==> src/rtl/vga_sync_gen.sv <==
// rtl/vga_sync_gen.sv - 640x480@60 VGA timing, sync and 4-bit DAC output stage (optional VGA_FRAME_TICK_EN)
//
// Free-running pixel/line counters decode the visible area and the sync
// windows; a single output register stage aligns HSYNC, VSYNC and the
// blanked colour pins so they all describe the same pixel.
// Define VGA_FRAME_TICK_EN to add the FrameTick/FrameCount outputs.

module vga_sync_gen #(
  parameter int unsigned H_VISIBLE = 640,
  parameter int unsigned H_FRONT   = 16,
  parameter int unsigned H_SYNC    = 96,
  parameter int unsigned H_BACK    = 48,
  parameter int unsigned V_VISIBLE = 480,
  parameter int unsigned V_FRONT   = 10,
  parameter int unsigned V_SYNC    = 2,
  parameter int unsigned V_BACK    = 33
) (
  input  logic       CLK25M,
  input  logic       Reset,
  input  logic [7:0] Red,
  input  logic [7:0] Green,
  input  logic [7:0] Blue,
  output logic [9:0] Hcount,
  output logic [8:0] Vcount,
  output logic       VideoOn,
  output logic [3:0] vgaRed,
  output logic [3:0] vgaGreen,
  output logic [3:0] vgaBlue,
  output logic       HSYNC,
  output logic       VSYNC
`ifdef VGA_FRAME_TICK_EN
  ,
  output logic        FrameTick,
  output logic [15:0] FrameCount
`endif
);

  // Frame geometry; both totals must stay within the 10-bit counters.
  localparam int unsigned H_TOTAL = H_VISIBLE + H_FRONT + H_SYNC + H_BACK;
  localparam int unsigned V_TOTAL = V_VISIBLE + V_FRONT + V_SYNC + V_BACK;

  localparam logic [9:0] H_LAST       = 10'(H_TOTAL - 1);
  localparam logic [9:0] V_LAST       = 10'(V_TOTAL - 1);
  localparam logic [9:0] H_VIS_END    = 10'(H_VISIBLE);
  localparam logic [9:0] V_VIS_END    = 10'(V_VISIBLE);
  localparam logic [9:0] H_SYNC_FIRST = 10'(H_VISIBLE + H_FRONT);
  localparam logic [9:0] H_SYNC_LAST  = 10'(H_VISIBLE + H_FRONT + H_SYNC - 1);
  localparam logic [9:0] V_SYNC_FIRST = 10'(V_VISIBLE + V_FRONT);
  localparam logic [9:0] V_SYNC_LAST  = 10'(V_VISIBLE + V_FRONT + V_SYNC - 1);

  logic [9:0] h_cnt;
  logic [9:0] v_cnt;
  logic       h_wrap;
  logic       frame_end;
  logic       video_on;
  logic       hsync_n;
  logic       vsync_n;
  logic [3:0] red_px;
  logic [3:0] green_px;
  logic [3:0] blue_px;

  // Only the upper nibble of each colour reaches the 4-bit DAC.
  logic unused_colour_low;
  assign unused_colour_low = ^{Red[3:0], Green[3:0], Blue[3:0]};

  // Line and frame boundary decode from the current counters.
  always_comb begin
    h_wrap    = (h_cnt == H_LAST);
    frame_end = h_wrap && (v_cnt == V_LAST);
  end

  // Pixel counter runs every clock and wraps at the end of the line.
  always_ff @(posedge CLK25M or posedge Reset) begin
    if (Reset) begin
      h_cnt <= '0;
    end else if (h_wrap) begin
      h_cnt <= '0;
    end else begin
      h_cnt <= h_cnt + 10'd1;
    end
  end

  // Line counter advances only when the pixel counter wraps; the last line
  // of the frame wraps together with the last pixel.
  always_ff @(posedge CLK25M or posedge Reset) begin
    if (Reset) begin
      v_cnt <= '0;
    end else if (h_wrap) begin
      if (v_cnt == V_LAST) begin
        v_cnt <= '0;
      end else begin
        v_cnt <= v_cnt + 10'd1;
      end
    end
  end

  // Visible-area and active-low sync window decode for the current pixel.
  always_comb begin
    video_on = (h_cnt < H_VIS_END) && (v_cnt < V_VIS_END);
    hsync_n  = !((h_cnt >= H_SYNC_FIRST) && (h_cnt <= H_SYNC_LAST));
    vsync_n  = !((v_cnt >= V_SYNC_FIRST) && (v_cnt <= V_SYNC_LAST));
    red_px   = video_on ? Red[7:4]   : 4'h0;
    green_px = video_on ? Green[7:4] : 4'h0;
    blue_px  = video_on ? Blue[7:4]  : 4'h0;
  end

  // Coordinates go straight to the colour logic; lines 512+ alias in the
  // truncated Vcount but VideoOn is low there so nothing is drawn.
  assign Hcount  = h_cnt;
  assign Vcount  = v_cnt[8:0];
  assign VideoOn = video_on;

  // Output register: sync and blanked colour pins move together, one cycle
  // behind the counters.
  always_ff @(posedge CLK25M or posedge Reset) begin
    if (Reset) begin
      HSYNC    <= 1'b1;
      VSYNC    <= 1'b1;
      vgaRed   <= 4'h0;
      vgaGreen <= 4'h0;
      vgaBlue  <= 4'h0;
    end else begin
      HSYNC    <= hsync_n;
      VSYNC    <= vsync_n;
      vgaRed   <= red_px;
      vgaGreen <= green_px;
      vgaBlue  <= blue_px;
    end
  end

`ifdef VGA_FRAME_TICK_EN
  logic        frame_tick;
  logic [15:0] frame_cnt;

  // Frame pulse lands with the pins showing pixel 0,0; the frame count
  // steps on the same edge so it reads the new value while the pulse is high.
  always_ff @(posedge CLK25M or posedge Reset) begin
    if (Reset) begin
      frame_tick <= 1'b0;
      frame_cnt  <= 16'h0000;
    end else begin
      frame_tick <= frame_end;
      if (frame_end) begin
        frame_cnt <= frame_cnt + 16'h0001;
      end
    end
  end

  assign FrameTick  = frame_tick;
  assign FrameCount = frame_cnt;
`else
  logic unused_frame_end;
  assign unused_frame_end = frame_end;
`endif

endmodule

==> config.mk <==
export PLATFORM = sky130hd
export DESIGN_NAME = vga_sync_gen
export DESIGN_NICKNAME = d
export VERILOG_FILES = /design/src/rtl/vga_sync_gen.sv
export SDC_FILE = /design/constraint.sdc
export NUM_CORES = 1
export LEC_CHECK = 0
export ABC_CLOCK_PERIOD_IN_PS = 5400
export CORE_UTILIZATION = 47
export DETAILED_ROUTE_END_ITERATION = 7
export PLACE_DENSITY = 0.85
export SYNTH_ARGS = -nofsm -noshare
export SYNTH_HDL_FRONTEND = slang
export SYNTH_SLANG_ARGS = --single-unit
==> constraint.sdc <==
create_clock -name CLK25M -period 5.4 [get_ports CLK25M]
set_input_delay 1.35 -clock CLK25M [delete_from_list [all_inputs] [get_ports CLK25M]]
set_output_delay 1.35 -clock CLK25M [all_outputs]
set_load 0.03 [all_outputs]
# After elaboration in Yosys (flattened, before gate mapping)
# Cells that the tools add are included.
[classes]
eq_ne = 2
n_bitwise = 0
n_lt_le_gt_ge = 6
n_reduce_logical = 5
n_mul = 0
n_div = 0
shift = 0
muxes = 5
addsub = 2
[op_table]
columns = ["cell", "count"]
rows = [
  ["$add 10x1->10 const B", 2],
  ["$eq 10x10->1 const B", 2],
  ["$mux 10", 2],
  ["$mux 4", 3],
  ["$ge 10x10->1 const B", 1],
  ["$ge 10x9->1 const B", 1],
  ["$le 10x10->1 const B", 1],
  ["$le 10x9->1 const B", 1],
  ["$lt 10x10->1 const B", 1],
  ["$lt 10x9->1 const B", 1],
  ["$logic_and 1x1->1", 3],
  ["$logic_not 1->1", 2],
]
[totals]
ramBits = 0
mem_bits_ro = 0
regBits = 34
out_inout_bits = 34
n_memories = 0
in_bits = 26
latchBits = 0

# Logic depth before layout (Yosys ltp)
[depth]
depth_word = 3
mapped_depth = 6
ltp_nobuf = 6

# Worst setup path after synthesis
# OpenSTA, ideal clock, no wires.
[synth_path]
path_kind = "register to output"
from = "register v_cnt[7]"
to = "output port VideoOn"
path_stages_with_launch = 5
path_buffers = 1
setup_slack_ns = 2.611
arrival_time_ns = 1.439
cell_sequence = "dfrtp_1 -> and3_1 -> and2_1 -> nor3_1 -> clkbuf_1"
[synth_between]
elab_chain_cells = 2
[synth_rtl]
columns = ["item", "line_no", "text"]
rows = [
  ["from (decl)", "52", "logic [9:0] v_cnt;"],
  ["from (signal assigned)", "92", "v_cnt <= v_cnt + 10'd1;"],
  ["$lt 10x9->1", "99", "video_on = (h_cnt < H_VIS_END) && (v_cnt < V_VIS_END);"],
  ["$logic_and 1x1->1", "99", ""],
  ["to (decl)", "25", "output logic VideoOn,"],
]
# No other way between the ends.

# Final worst setup path
[layout_path]
from = "register v_cnt[5]"
to = "output port VideoOn"
# The elaborated chain is that of the path after synthesis.

==> results.py <==
metrics = {
    "hold_path": {
        "worstHoldPathType": "reg2reg",
    },
    "finish": {
        "syn2layout_area_growth_pct": 31.29,
        "diodes": 0,
        "drive_gt1_frac": 0.06452,
        "finalNetCount": 215,
    },
    "timing": {
        "grt_setup_unrepaired": "false",
        "max-slew-margin-rel": 0.3853,
        "worst_pin_slew_ns": 0.9150,
        "min_period_ns": 4.125,
        "fin_ws_ns": 1.275,
        "hold_ws_ns": 0.5202,
        "finalHoldViolCount": 0,
        "fin_crit_sh": 0.7639,
        "finalSetupViolations": 0,
        "slew_viol_final": 0,
        "finClkSkew_ns": 0.005120,
        "max_freq_mhz": 242.4,
        "setup_tns_ns": 0,
    },
    "global_route": {
        "antenna_found_initial": 0,
        "track_usage": 0.1978,
        "grt_pass1_wl_mm": 5.119,
        "overflow": 0,
        "first_global_vias": 1187,
        "grt_max_degree": 35,
    },
    "die": {
        "die_x_um": 59.83,
        "ios": 60,
        "dieArea_um2": 3579,
        "start_util": 0.5065,
        "fp.dieH_um": 59.83,
        "fp-row-count": 20,
        "coreArea_um2": 3103,
    },
    "power": {
        "p_switching_uw": 100.3,
        "pwr-share-clk": 0.309,
        "leakage_nw": 0.8798,
        "seqPwrFrac": 0.606,
        "intPower_uw": 329.1,
        "ir_worst_vdd_mv": 0.1689,
        "sw_frac_of_total": 0.2336,
        "pwr-share-comb": 0.085,
        "power.density_nw_per_um2": 208.1,
    },
    "worst_setup_path": {
        "path_class": "reg2out",
        "cp-start-kind": "flip-flop",
        "cp_num_buf_inv": 1,
        "cp_top_family": "simple AND/OR/NAND/NOR gates",
        "worstPathRequired_ns": 4.05,
        "cp.arrival_ns": 2.78,
        "cp_slowest_stage_delay_ns": 0.82,
        "path_max_fanout": 13,
        "cp_slowest_cell": "clkdlybuf4s50_1",
        "cp_cell_sequence": "and3_1 -> and2_1 -> nor3_1 -> clkdlybuf4s50_1",
        "cp-end-kind": "output port",
    },
    "synthesis": {
        "synthTopCellsByCount": "dfrtp_1 (32), and2_1 (14), buf_4 (10), nand3_1 (9)",
        "syn-cell-area_um2": 1572,
        "synth_top_cell_area_share": 0.5096,
        "yosys_warnings": 0,
        "ys_ff_latch": 34,
        "synthCells": 142,
        "yosysTopAreaCell": "dfrtp_1",
        "postSynthAreaPerCell_um2": 11.07,
        "synth_area_leaders": "dfrtp_1 (51%), and2_1 (5.6%), buf_4 (4.8%)",
        "synth.distinct_cells": 30,
        "ys.flop_type": "dfrtp_1",
        "synthArstFlopShare": 1.000,
        "synth_edf_count": 0,
        "yosysSeqAreaShare": 0.5430,
        "syn_nets": 172,
        "synth.most_common_cell": "dfrtp_1",
    },
    "placed_design": {
        "post-place-ws_ns": 1.628,
        "port-buffer-count": 47,
        "gp_congestion": 0.8188,
        "hpwl_mm": 2.269,
    },
    "clock_tree": {
        "cts.repair.resized": 0,
        "root_buffer": "clkbuf_4",
        "numCtsBuffers": 5,
        "clock-sinks": 34,
        "cts-htree-levels": 2,
        "cts_tree": "built",
        "clkTransAtPathRegs_ns": 0.10,
        "clkLatencyLatePin_ns": 0.34,
        "clockBufferDepth": 2,
        "cts_hold_buf": 0,
        "post_cts_buffers": 0,
    },
    "detailed_routing": {
        "wl_mm": 3.043,
        "postRouteAntennaNets": 0,
        "viasPerCell": 5.235,
        "drcViolationCount": 0,
        "wl_per_cell_um": 13.23,
        "drtPass1Iterations": 4,
        "vias": 1204,
        "drt_iter0_markers": 38,
    },
    "outcome": {
        "run_status": "finished, final reports clean",
    },
    "flow_run": {
        "maxCapViolations": 0,
    },
}
-- layer usage --
layer	part of all wire	track usage	vias up
li1	-	-	564
met1	0.38	0.2076	586
met2	0.49	0.3286	48
met3	0.11	0.1126	6
met4	0.015	0.07309	0
met5	0	0	-
-- flip-flops by register name (all words and copies together) (netlist names) --
name / cells
HSYNC: 1
Hcount: 10
VSYNC: 1
v_cnt: 10
vgaBlue: 4
vgaGreen: 4
vgaRed: 4
-- power by group through the flow --
stage | clock network (mW) | logic [mW] | registers, mW
after floorplan | 0 | 0.00660 | 0.275
after global placement | 0 | 0.0364 | 0.265
after detailed placement | 0 | 0.0372 | 0.265
after CTS | 0.138 | 0.0374 | 0.260
after global routing | 0.149 | 0.0396 | 0.261
final | 0.133 | 0.0367 | 0.260
-- worst register-to-register path, stage by stage, from the launching register on --
cell and delay [ns]:
dfrtp_1 0.48, or4b_4 0.62, nor3_2 0.55, nand4_1 0.20, xnor2_1 0.16
-- path summary, 6_finish.rpt --
path                       startpoint  slack (ns)  cells after the start     endpoint
setup / recovery             v_cnt[5]        1.27                      4      VideoOn
hold / removal               v_cnt[8]        0.52                      1     v_cnt[8]
setup reg to reg            Hcount[7]        3.29                      4     v_cnt[8]
hold reg to reg              v_cnt[8]        0.52                      1     v_cnt[8]
max in group asynchronous       Reset        3.68                      3        VSYNC
min in group asynchronous       Reset        1.40                      3  vgaGreen[1]
-- per-stage QoR --
stage	power, mW	instance area, µm²	cells	util
after floorplan	0.2814	1572	142	-
after global placement	0.3014	2014	222	0.6492
after detailed placement	0.3024	2014	222	0.6492
after CTS	0.4358	2063	230	0.6649
after global routing	0.4491	2063	230	0.6649
final	0.4294	2063	230	0.6649
-- cell families (layout without fill, tap and decap cells) --
group	count (synthesis)	count (layout)	synth area share
XOR/XNOR	12	12	0.06688
AO/OA/AOI/OAI	11	11	0.03981
adder cells (fa/ha/maj)	4	4	0.03185
AND/OR/NAND/NOR	63	63	0.2468
flip-flops	34	34	0.5430
buffers and inverters	18	62	0.07165
-- cell usage in the layout (no fill, tap or decap), drive strengths merged, types with 2 or more instances in the layout --
| cell | Yosys | layout |
|---|---|---|
| dfrtp | 32 | 32 |
| o21ai | 5 | 5 |
| clkbuf | 1 | 8 |
| xor2 | 5 | 5 |
| clkdlybuf4s50 | 0 | 47 |
| xnor2 | 7 | 7 |
| and3 | 4 | 4 |
| ha | 4 | 4 |
| nand4 | 8 | 8 |
| nand3 | 9 | 9 |
| dfstp | 2 | 2 |
| nor3 | 6 | 6 |
| inv | 6 | 6 |
| a21oi | 3 | 3 |
| nor4b | 2 | 2 |
| nor2 | 8 | 8 |
| nor4 | 3 | 3 |
| and2 | 14 | 14 |
| nand2 | 4 | 4 |
| nor2b | 2 | 2 |
-- area by class of cell --
class                   count  area [µm²]
clock buffers               8       48.80
inverters                   6       22.52
fillers                   262        1040
flip-flops and latches     34       853.3
well taps                  44       55.05
repair buffers             48       478.0
multi-input cells          90       605.6
Note: power is estimated with default switching activity, not from simulation.
